### config.mk
export PLATFORM = sky130hd
export DESIGN_NAME = fp_addsub_sequencer
export DESIGN_NICKNAME = d
export VERILOG_FILES = /design/src/rtl/fp_addsub_sequencer.sv
export SDC_FILE = /design/constraint.sdc
export NUM_CORES = 1
export LEC_CHECK = 0
export BUFFER_PORTS_ARGS = -buffer_cell sky130_fd_sc_hd__buf_2
export CELL_PAD_IN_SITES_DETAIL_PLACEMENT = 1
export CELL_PAD_IN_SITES_GLOBAL_PLACEMENT = 2
export CORE_MARGIN = 2
export CORE_UTILIZATION = 37
export DETAILED_ROUTE_END_ITERATION = 6
export HOLD_SLACK_MARGIN = 0.1
export PLACE_DENSITY = 0.74
export SLEW_MARGIN = 20
export SYNTH_ARGS = -nofsm -noshare
export SYNTH_HDL_FRONTEND = slang
export SYNTH_SLANG_ARGS = --single-unit
### constraint.sdc
create_clock -name clk -period 2.91 [get_ports clk]
set_input_delay 0.582 -clock clk [delete_from_list [all_inputs] [get_ports clk]]
set_output_delay 0.582 -clock clk [all_outputs]
set_load 0.02 [all_outputs]
### src/rtl/fp_addsub_sequencer.sv
// Operand FIFO + issue/collect FSM in front of the addsub FP adder/subtracter.
// Optional WAIT watchdog enabled by defining FP_SEQ_TIMEOUT_EN.
module fp_addsub_sequencer #(
  parameter int unsigned FIFO_DEPTH     = 4,
  parameter int unsigned TIMEOUT_CYCLES = 16
) (
  input  logic        clk,
  input  logic        n_rst,
  input  logic        in_valid,
  output logic        in_ready,
  input  logic [31:0] in_op1,
  input  logic [31:0] in_op2,
  input  logic        in_mode,
  output logic        add_start,
  output logic        mode,
  output logic [31:0] op1,
  output logic [31:0] op2,
  input  logic        add_done,
  input  logic [31:0] add_result,
  input  logic        add_overflow,
  output logic        out_valid,
  input  logic        out_ready,
  output logic [31:0] out_result,
  output logic        out_overflow,
  output logic        busy,
  output logic        timeout_err
);

  localparam int unsigned PTR_W   = $clog2(FIFO_DEPTH);
  localparam int unsigned CNT_W   = PTR_W + 1;
  localparam int unsigned ENTRY_W = 65;

  localparam logic [1:0] S_IDLE  = 2'd0;
  localparam logic [1:0] S_ISSUE = 2'd1;
  localparam logic [1:0] S_WAIT  = 2'd2;
  localparam logic [1:0] S_HOLD  = 2'd3;

  logic [ENTRY_W-1:0] mem_q [FIFO_DEPTH];
  logic [PTR_W-1:0]   wr_ptr_q, wr_ptr_d, rd_ptr_q, rd_ptr_d;
  logic [CNT_W-1:0]   count_q, count_d;
  logic [1:0]         state_q, state_d;
  logic [31:0]        op1_q, op1_d, op2_q, op2_d, out_result_q, out_result_d;
  logic               mode_q, mode_d, add_start_q, add_start_d;
  logic               out_valid_q, out_valid_d, out_overflow_q, out_overflow_d;
  logic               push, pop, full, empty;

  assign full     = (count_q == CNT_W'(FIFO_DEPTH));
  assign empty    = (count_q == '0);
  assign in_ready = !full && n_rst;
  assign push     = in_valid && in_ready;

`ifdef FP_SEQ_TIMEOUT_EN
  localparam int unsigned TMO_W = $clog2(TIMEOUT_CYCLES + 1);
  logic [TMO_W-1:0] tmo_cnt_q, tmo_cnt_d;
  logic             timeout_err_q, timeout_err_d;
`else
  // The watchdog depth only matters when the timeout build is selected.
  if (TIMEOUT_CYCLES == 0) begin : g_tmo_unused
  end
`endif

  // Next-state, FIFO pop and output-register logic.
  always_comb begin
    state_d        = state_q;
    pop            = 1'b0;
    op1_d          = op1_q;
    op2_d          = op2_q;
    mode_d         = mode_q;
    out_valid_d    = out_valid_q;
    out_result_d   = out_result_q;
    out_overflow_d = out_overflow_q;
`ifdef FP_SEQ_TIMEOUT_EN
    tmo_cnt_d      = tmo_cnt_q;
    timeout_err_d  = timeout_err_q;
`endif
    case (state_q)
      S_IDLE: begin
        if (!empty) begin
          pop     = 1'b1;
          state_d = S_ISSUE;
        end
      end
      S_ISSUE: begin
        state_d = S_WAIT;
`ifdef FP_SEQ_TIMEOUT_EN
        tmo_cnt_d = '0;
`endif
      end
      S_WAIT: begin
        if (add_done) begin
          out_result_d   = add_result;
          out_overflow_d = add_overflow;
          out_valid_d    = 1'b1;
          state_d        = S_HOLD;
        end
`ifdef FP_SEQ_TIMEOUT_EN
        else if (tmo_cnt_q == TMO_W'(TIMEOUT_CYCLES - 1)) begin
          out_result_d   = 32'h7FC0_0000;
          out_overflow_d = 1'b0;
          out_valid_d    = 1'b1;
          timeout_err_d  = 1'b1;
          state_d        = S_HOLD;
        end else begin
          tmo_cnt_d = tmo_cnt_q + TMO_W'(1);
        end
`endif
      end
      S_HOLD: begin
        if (out_ready) begin
          out_valid_d = 1'b0;
          if (!empty) begin
            pop     = 1'b1;
            state_d = S_ISSUE;
          end else begin
            state_d = S_IDLE;
          end
        end
      end
      default: state_d = S_IDLE;
    endcase
    if (pop) {mode_d, op1_d, op2_d} = mem_q[rd_ptr_q];
    add_start_d = (state_d == S_ISSUE);
  end

  // FIFO pointer / occupancy bookkeeping.
  always_comb begin
    wr_ptr_d = push ? wr_ptr_q + PTR_W'(1) : wr_ptr_q;
    rd_ptr_d = pop  ? rd_ptr_q + PTR_W'(1) : rd_ptr_q;
    count_d  = count_q;
    case ({push, pop})
      2'b10:   count_d = count_q + CNT_W'(1);
      2'b01:   count_d = count_q - CNT_W'(1);
      default: count_d = count_q;
    endcase
  end

  always_ff @(posedge clk) begin
    if (push) mem_q[wr_ptr_q] <= {in_mode, in_op1, in_op2};
  end

  always_ff @(posedge clk) begin
    if (!n_rst) begin
      state_q        <= S_IDLE;
      wr_ptr_q       <= '0;
      rd_ptr_q       <= '0;
      count_q        <= '0;
      op1_q          <= '0;
      op2_q          <= '0;
      mode_q         <= 1'b0;
      add_start_q    <= 1'b0;
      out_valid_q    <= 1'b0;
      out_result_q   <= '0;
      out_overflow_q <= 1'b0;
    end else begin
      state_q        <= state_d;
      wr_ptr_q       <= wr_ptr_d;
      rd_ptr_q       <= rd_ptr_d;
      count_q        <= count_d;
      op1_q          <= op1_d;
      op2_q          <= op2_d;
      mode_q         <= mode_d;
      add_start_q    <= add_start_d;
      out_valid_q    <= out_valid_d;
      out_result_q   <= out_result_d;
      out_overflow_q <= out_overflow_d;
    end
  end

`ifdef FP_SEQ_TIMEOUT_EN
  always_ff @(posedge clk) begin
    if (!n_rst) begin
      tmo_cnt_q     <= '0;
      timeout_err_q <= 1'b0;
    end else begin
      tmo_cnt_q     <= tmo_cnt_d;
      timeout_err_q <= timeout_err_d;
    end
  end
  assign timeout_err = timeout_err_q;
`else
  assign timeout_err = 1'b0;
`endif

  assign add_start    = add_start_q;
  assign mode         = mode_q;
  assign op1          = op1_q;
  assign op2          = op2_q;
  assign out_valid    = out_valid_q;
  assign out_result   = out_result_q;
  assign out_overflow = out_overflow_q;
  assign busy         = n_rst && ((state_q != S_IDLE) || !empty);

endmodule

==> flow_metrics.tcl, run 1 <==
set metrics [dict create \
    outcome "complete, no violations" \
    area_delta_synth_final_pct 21.8 \
    dieHeight_microns 200 \
    drive_above_1_share_pct 33.3 \
    cts_root_buffer "clkbuf_16" \
    relSlewSlack_pct 38.3 \
    setup_tns_ns 0 \
    crit_path_end_kind "primary output" \
    place_area_sq_um 15800 \
    drc 0 \
    path_max_fanout 69 \
    clkSinkCount 369 \
    critPathRequiredTime_ns 2.33 \
    maxCapViolations 0 \
    tightest_slew_ns 0.925 \
    core_area_sq_um 37700 \
    grt_pass1_vias 8867 \
    p_per_area_nw_per_um2 940 \
    synthArstFlopShare_pct 0 \
    rows 71 \
    place_hpwl_mm 20.4 \
    grt_antenna_before_repair 7 \
    power.leakage_uw 0.00625 \
    cts_hold_buf 0 \
    ant_nets 0 \
    worstHoldPathType "in -> reg" \
    setup_violations 0 \
    slew_viol_final 0 \
    hold_violations 0 \
    cts_buffers 41 \
    cts_tree "built" \
    worst_clock_skew_ns 0.0283 \
    clk_latency_ns 0.56 \
    num-nets-final 1186 \
    crit_end "busy" \
    synth_area_sq_um 14200 \
    postCtsSetupRepairBufs 0 \
    regArea_sq_um 10000 \
    place_congestion 0.704 \
    start_util_pct 37.6 \
    fmax_ghz 0.380 \
    critical_path_class "reg -> out" \
    multi_input_area_sq_um 3790 \
    grtUsageTotal_pct 17.7 \
    cp-start-kind "flip-flop" \
    drt_iter0_drc 398 \
    io_pins 206 \
    yosysSeqAreaShare_pct 70.6 \
    avgSynthCellArea_sq_um 16.1 \
    via_per_inst 5.27 \
    dr.pass1.iters 4 \
    period_share_pct 90.5 \
    grt_pass1_wl_mm 52.7 \
    routed_wl_mm 35.0 \
    die_area_sq_um 39800 \
    port-buffer-count 204 \
    arrival_ns 2.05 \
    finalInstanceArea_sq_um 17200 \
    crit_start "count_q[0]$_SDFFE_PN0P_" \
    ys_ff_latch 369 \
    grt_overflow_total 0 \
    vdd_drop_max_uv 758 \
    synth_nets 993 \
    ys_warn_count 0 \
    r2r_cells 9 \
    reg2reg_to "count_q[2]$_SDFFE_PN0P_" \
    cts_buffer_depth 3 \
    rrSetupSlack_ns 0.43 \
    synth_cells 879 \
    synthFlopType "edfxtp_1" \
    vias 8516 \
    rsz0062_at_grt "no" \
    ys_types 40 \
    htree_levels 2 \
    clk_pin_slew_worst_paths_ns 0.06 \
    nFillCells 3766 \
    synth-edff-count 260 \
    r2r-start "state_q[1]$_SDFF_PN0_" \
    grt_max_degree 132 \
    min_period_ns 2.63 \
    post_drt_wl_per_cell_microns 21.7 \
    dieWidth_microns 200 \
]
metrics by stage:
stage	hold slack (ns)	power, uW	instances	worst slack, ns	utilization, %
after floorplan	0.468	9410	879	0.369	-
after global placement	0.439	10900	1540	0.472	42.0
after detailed placement	0.445	11000	1540	0.432	42.0
after CTS	0.207	16400	1615	0.0460	45.7
after global routing	0.221	17000	1617	0.153	45.8
final	0.242	16200	1617	0.277	45.8
repair_timing:
item / CTS / global route
endpoints found under the setup margin: 0 / 1
gates resized for setup: 0 / 1
hold endpoints to repair: 0 / 0
power by group:
group          internal (uW)  switching (uW)
Clock                   3280            2050
Sequential              6330             390
Combinational           1430            2730
layout by cell type (no fill, tap or decap), drive strengths merged, types with 2 or more instances in the layout:
cell,synthesis,layout
bufinv,0,5
nand4b,65,65
dfxtp,109,109
a211oi,2,2
mux2i,4,4
a21oi,40,40
nor2,5,5
mux4,65,65
clkinvlp,0,2
and2,6,6
clkbuf,52,59
nand2,136,136
ha,10,10
xor2,2,2
nand2b,3,3
inv,11,11
clkinv,0,9
buf,25,227
edfxtp,260,260
o311ai,65,65
nor3,3,3
diode,0,2
o21ai,2,2
worst min-delay path by stage:
stage	start	end	slack, ns	cells after the start
finish	in_op1[6]	mem_q[2][38]$_DFFE_PP_	0.24	1
global route	in_op2[29]	mem_q[2][29]$_DFFE_PP_	0.22	1
CTS	in_op1[6]	mem_q[2][38]$_DFFE_PP_	0.21	1
detailed placement	out_result[22]$_SDFFE_PN0P_	out_result[22]$_SDFFE_PN0P_	0.45	2
global placement	out_result[2]$_SDFFE_PN0P_	out_result[2]$_SDFFE_PN0P_	0.44	2
floorplan	wr_ptr_q[1]$_SDFFE_PN0P_	wr_ptr_q[1]$_SDFFE_PN0P_	0.47	2
synthesized netlist by cell type, types with 2 or more instances:
cell / count / area share [%]
edfxtp_1: 260 / 55
nand2_1: 136 / 3.6
dfxtp_1: 109 / 15
mux4_2: 65 / 10
nand4b_1: 65 / 4.0
o311ai_0: 55 / 3.4
clkbuf_1: 52 / 1.4
a21oi_1: 40 / 1.4
buf_2: 14 / 0.50
inv_1: 11 / 0.29
ha_1: 10 / 0.88
o311ai_1: 10 / 0.62
and2_1: 6 / 0.27
nor2_1: 5 / 0.13
buf_4: 4 / 0.21
mux2i_1: 4 / 0.28
buf_1: 3 / 0.080
buf_12: 3 / 0.42
nand2b_1: 3 / 0.13
nor3_1: 2 / 0.071
o21ai_0: 2 / 0.071
xor2_1: 2 / 0.12
cells by family (layout without fill, tap and decap cells):
group	Yosys count	in the layout	share of synthesized area, %
multiplexers	69	69	10.6
buffers and inverters	88	313	2.96
AO/OA/AOI/OAI	117	117	6.14
flip-flops	369	369	70.6
other	1	3	0.0265
XOR/XNOR	2	2	0.124
adder cells (fa/ha/maj)	11	11	1.03
AND/OR/NAND/NOR	222	222	8.52
worst max-delay path, stage by stage (launching register included):
cell and delay, ns:
dfxtp_1 0.39, nor3_4 0.23, buf_6 0.54, a21oi_1 0.16
buf_2 0.19
flip-flops by register name (all words and copies together), names as in the netlist:
name and flops:
count_q 3, rd_ptr_q 2, add_start 1, out_overflow 1
wr_ptr_q 2, op1 32, out_result 32, state_q 2
mode 1, op2 32, mem_q 260, out_valid 1
metal layers:
layer	vias to the layer above	GRT usage, %	part of all wire (%)
li1	3871	-	-
met3	61	3.97	5.3
met1	4353	22.6	44
met5	-	0	0.12
met2	223	29.6	48
met4	8	6.50	2.5
cell type report:
class                      instances  area share (%)
timing repair buffer             227            7.91
antenna                            2          0.0290
sequential                       369            58.0
inverter                          11           0.240
clock inverter                    16            1.26
clock buffer                      59            6.87
multi-input combinational        422            22.0
tap                              511            3.71
(Power assumes the default switching activity.)
==> run 2: changes to the inputs <==
--- a/config.mk
+++ b/config.mk
@@ -5,14 +5,14 @@
 export SDC_FILE = /design/constraint.sdc
 export NUM_CORES = 1
 export LEC_CHECK = 0
-export BUFFER_PORTS_ARGS = -buffer_cell sky130_fd_sc_hd__buf_2
 export CELL_PAD_IN_SITES_DETAIL_PLACEMENT = 1
 export CELL_PAD_IN_SITES_GLOBAL_PLACEMENT = 2
 export CORE_MARGIN = 2
-export CORE_UTILIZATION = 37
+export CORE_UTILIZATION = 41
 export DETAILED_ROUTE_END_ITERATION = 6
+export DONT_BUFFER_PORTS = 1
 export HOLD_SLACK_MARGIN = 0.1
-export PLACE_DENSITY = 0.74
+export PLACE_DENSITY = 0.79
 export SLEW_MARGIN = 20
 export SYNTH_ARGS = -nofsm -noshare
 export SYNTH_HDL_FRONTEND = slang
==> flow_metrics.tcl, run 2 (synthesized netlist as in run 1, its figures left out) <==
set metrics [dict create \
    htree_levels 2 \
    period_share_pct 91.0 \
    area_delta_synth_final_pct 13.6 \
    critical_path_class "reg -> out" \
    postCtsSetupRepairBufs 0 \
    relSlewSlack_pct 44.0 \
    post_drt_wl_per_cell_microns 25.2 \
    multi_input_area_sq_um 3790 \
    arrival_ns 2.07 \
    diodes 0 \
    clkSinkCount 369 \
    critPathRequiredTime_ns 2.33 \
    reg2reg_to "op1[27]$_SDFFE_PN0P_" \
    setup_tns_ns 0 \
    worstHoldPathType "in -> reg" \
    drc 0 \
    port-buffer-count 0 \
    slew_viol_final 0 \
    drt_iter0_drc 304 \
    io_pins 206 \
    final_cell_mix "260 x edfxtp_1, 136 x nand2_1, 107 x dfxtp_1, 65 x mux4_2, 65 x nand4b_1" \
    cts_tree "built" \
    grt_max_degree 76 \
    cts_root_buffer "clkbuf_16" \
    rsz0062_at_grt "no" \
    postCtsResizedCells 0 \
    grt_overflow_total 0 \
    hold_violations 0 \
    whs_path_depth 0 \
    fin_hold_ws_ns 0.139 \
    rows 68 \
    grt_pass1_vias 8381 \
    core_area_sq_um 34300 \
    power.leakage_uw 0.00527 \
    clk_latency_ns 0.53 \
    worst_clock_skew_ns 0.0121 \
    min_period_ns 2.65 \
    p_per_area_nw_per_um2 982 \
    largest_reg_flops 260 \
    dr.pass1.iters 6 \
    nFillCells 3236 \
    worstHoldStart "in_op1[9]" \
    clk_pin_slew_worst_paths_ns 0.06 \
    vias 7791 \
    routed_wl_mm 34.1 \
    maxCapViolations 0 \
    r2r-start "state_q[0]$_SDFF_PN0_" \
    via_per_inst 5.76 \
    grt_pass1_wl_mm 51.8 \
    rrSetupSlack_ns 0.44 \
    setup_violations 0 \
    dieHeight_microns 190 \
    crit_path_end_kind "primary output" \
    tightest_slew_ns 0.840 \
    hold_end "mem_q[2][41]$_DFFE_PP_" \
    fmax_ghz 0.378 \
    start_util_pct 41.3 \
    ant_nets 0 \
    drive_above_1_share_pct 18.0 \
    grtUsageTotal_pct 19.0 \
    num-nets-final 981 \
    grt_antenna_before_repair 0 \
    vdd_drop_max_uv 575 \
    die_area_sq_um 36000 \
    layout_commonest_cell "edfxtp_1" \
    regArea_sq_um 10000 \
    path_max_fanout 69 \
    cts_buffer_depth 3 \
    cts_hold_buf 0 \
    place_hpwl_mm 19.5 \
    r2r_cells 6 \
    cp-start-kind "flip-flop" \
    place_congestion 0.724 \
    cts_buffers 40 \
    largest-register "mem_q" \
    outcome "complete, no violations" \
    dieWidth_microns 190 \
]
[run 2: metal layers]
layer	track usage [%]	wire length, microns	up-vias
met5	0	0	-
met4	5.34	676	0
met3	5.92	2770	51
met2	32.5	16900	249
met1	23.2	13700	4046
li1	-	-	3445
[run 2: final cells by class]
| cell class | instances | share of cell area [%] |
|---|---|---|
| tap | 455 | 3.54 |
| multi-input combinational | 422 | 23.6 |
| sequential | 369 | 62.2 |
| timing repair buffer | 23 | 1.80 |
| clock inverter | 19 | 1.84 |
| inverter | 11 | 0.257 |
| clock buffer | 54 | 6.81 |
[run 2: worst max path at each step]
| stage | startpoint | endpoint | slack (ns) | cells after the start |
|---|---|---|---|---|
| global route | count_q[0]$_SDFFE_PN0P_ | busy | 0.16 | 3 |
| floorplan | state_q[0]$_SDFF_PN0_ | count_q[2]$_SDFFE_PN0P_ | 0.37 | 10 |
| CTS | count_q[0]$_SDFFE_PN0P_ | busy | 0.02 | 3 |
| global placement | state_q[1]$_SDFF_PN0_ | count_q[2]$_SDFFE_PN0P_ | 0.52 | 9 |
| finish | count_q[0]$_SDFFE_PN0P_ | busy | 0.26 | 3 |
| detailed placement | state_q[0]$_SDFF_PN0_ | op1[27]$_SDFFE_PN0P_ | 0.45 | 6 |
[run 2: where the power goes]
part	switching [uW]	total (uW)	internal (uW)
combinational	2010	3110	1100
sequential	1000	7330	6330
clock	2050	5340	3280
total	5060	15800	10700
[run 2: critical path: stages, from the launching register on]
cell	delay [ns]
dfxtp_1	0.39
nor3_4	0.24
buf_6	0.56
a21oi_1	0.34
[run 2: metrics by stage]
step / std cells / area [sq um] / total power [uW] / util, % / setup WS, ns
CTS: 1353 / 16100 / 15900 / 46.9 / 0.0207
finish: 1353 / 16100 / 15800 / 46.9 / 0.262
global placement: 1280 / 14700 / 10500 / 42.8 / 0.523
detailed placement: 1280 / 14700 / 10600 / 42.8 / 0.450
global route: 1353 / 16100 / 16400 / 46.9 / 0.160
floorplan: 879 / 14200 / 9410 / - / 0.369
==> run 3: changes to the inputs <==
--- a/config.mk
+++ b/config.mk
@@ -12,7 +12,8 @@
 export DETAILED_ROUTE_END_ITERATION = 6
 export DONT_BUFFER_PORTS = 1
 export HOLD_SLACK_MARGIN = 0.1
-export PLACE_DENSITY = 0.79
+export MAX_ROUTING_LAYER = met4
+export PLACE_DENSITY = 0.73
 export SLEW_MARGIN = 20
 export SYNTH_ARGS = -nofsm -noshare
 export SYNTH_HDL_FRONTEND = slang
==> flow_metrics.tcl, run 3 (synthesized netlist as in run 1, its figures left out) <==
set metrics [dict create \
    outcome "finished with violations" \
    violations "design-rule violations" \
    setup_tns_ns 0 \
    worstHoldPathType "in -> reg" \
    max_stage_delay_ns 0.56 \
    grtUsageTotal_pct 19.3 \
    cts_hold_buf 0 \
    grt_pass1_vias 8353 \
    drc 1 \
    tightest_slew_ns 0.866 \
    p_total_uw 15500 \
    vdd_drop_max_uv 797 \
    io_pins 206 \
    drive_above_1_share_pct 18.0 \
    htree_levels 2 \
    place_hpwl_mm 19.5 \
    dieHeight_microns 190 \
    largest-register "mem_q" \
    post_drt_wl_per_cell_microns 24.9 \
    critical_path_class "reg -> out" \
    dr.pass1.iters 7 \
    p_per_area_nw_per_um2 965 \
    period_share_pct 91.0 \
    dieWidth_microns 190 \
    layout_commonest_cell "edfxtp_1" \
    min_period_ns 2.65 \
    cts_buffers 40 \
    slew_viol_final 0 \
    num-nets-final 984 \
    port-buffer-count 0 \
    place_congestion 0.711 \
    grt_max_degree 76 \
    rsz0062_at_grt "no" \
    relSlewSlack_pct 42.3 \
    nFillCells 3255 \
    arrival_ns 2.06 \
    final_cell_mix "260 x edfxtp_1, 136 x nand2_1, 107 x dfxtp_1, 65 x mux4_2, 65 x nand4b_1" \
    maxCapViolations 0 \
    diodes 0 \
    cpLargestDelayFamily "buffers and inverters" \
    cts_root_buffer "clkbuf_16" \
    crit_path_end_kind "primary output" \
    clk_pin_slew_worst_paths_ns 0.06 \
    start_util_pct 41.3 \
    drt_iter0_drc 395 \
    core_area_sq_um 34300 \
    cts_buffer_depth 3 \
    ant_nets 0 \
    hold_violations 0 \
    grt_pass1_wl_mm 50.8 \
    die_area_sq_um 36000 \
    cp-start-kind "flip-flop" \
    cts_tree "built" \
    clk_latency_ns 0.54 \
    largest_reg_flops 260 \
    rows 68 \
    power.leakage_uw 0.00526 \
    via_per_inst 5.74 \
    worst_clock_skew_ns 0.0158 \
    grt_antenna_before_repair 0 \
    fmax_ghz 0.378 \
    grt_overflow_total 0 \
    crit_buf_inv 1 \
    crit_path_top_delay_cell "buf_6" \
    routed_wl_mm 33.8 \
    setup_violations 0 \
    rrSetupSlack_ns 0.52 \
    path_max_fanout 69 \
    clkSinkCount 369 \
    critPathRequiredTime_ns 2.33 \
    vias 7793 \
    area_delta_synth_final_pct 13.3 \
    crit_chain "nor3_4 -> buf_6 -> a21oi_1" \
]
[run 3: cell type report]
cell class / instances / area [sq um] / area share, %
clock inverters: 11 / 115 / 0.718
multi-input cells: 422 / 3790 / 23.6
flip-flops and latches: 369 / 10000 / 62.3
well taps: 455 / 569 / 3.55
clock buffers: 63 / 1200 / 7.48
repair buffers: 26 / 324 / 2.02
inverters: 11 / 41.3 / 0.257
[run 3: worst paths after layout]
| check | from | endpoint | depth (start not counted) |
|---|---|---|---|
| setup / recovery | count_q[0]$_SDFFE_PN0P_ | busy | 3 |
| hold reg to reg | wr_ptr_q[1]$_SDFFE_PN0P_ | wr_ptr_q[1]$_SDFFE_PN0P_ | 2 |
| hold / removal | in_op1[12] | mem_q[3][44]$_DFFE_PP_ | 0 |
| setup reg to reg | state_q[0]$_SDFF_PN0_ | count_q[2]$_SDFFE_PN0P_ | 9 |
[run 3: per-layer routing]
metal  vias up  track usage, %  routed length, microns
li1       3456               -                       -
met1      4045            22.4                   13600
met2       248            32.2                   16800
met3        44            6.53                    2810
met4         0            5.37                     621
met5         -               -                       0
[run 3: what timing repair did]
action                                  in CTS  in global routing
buffers inserted                             0                  0
resized for setup                            0                  1
endpoints found under the setup margin       0                  1
[run 3: per-stage QoR]
stage	setup slack (ns)	hold WS (ns)	utilization [%]	instance area, sq um	std cells
after floorplan	0.369	0.468	-	14200	879
after global placement	0.540	0.493	42.9	14700	1283
after detailed placement	0.509	0.524	42.9	14700	1283
after CTS	0.00870	0.106	46.8	16000	1357
after global routing	0.147	0.105	46.8	16000	1357
final	0.263	0.132	46.8	16000	1357
[run 3: power by group]
part | leakage [uW] | total (uW) | switching [uW] | internal [uW]
logic | 0.00137 | 3160 | 2040 | 1120
registers | 0.00325 | 7300 | 964 | 6330
clock network | 0.000640 | 5020 | 2010 | 3010
total | 0.00526 | 15500 | 5020 | 10500
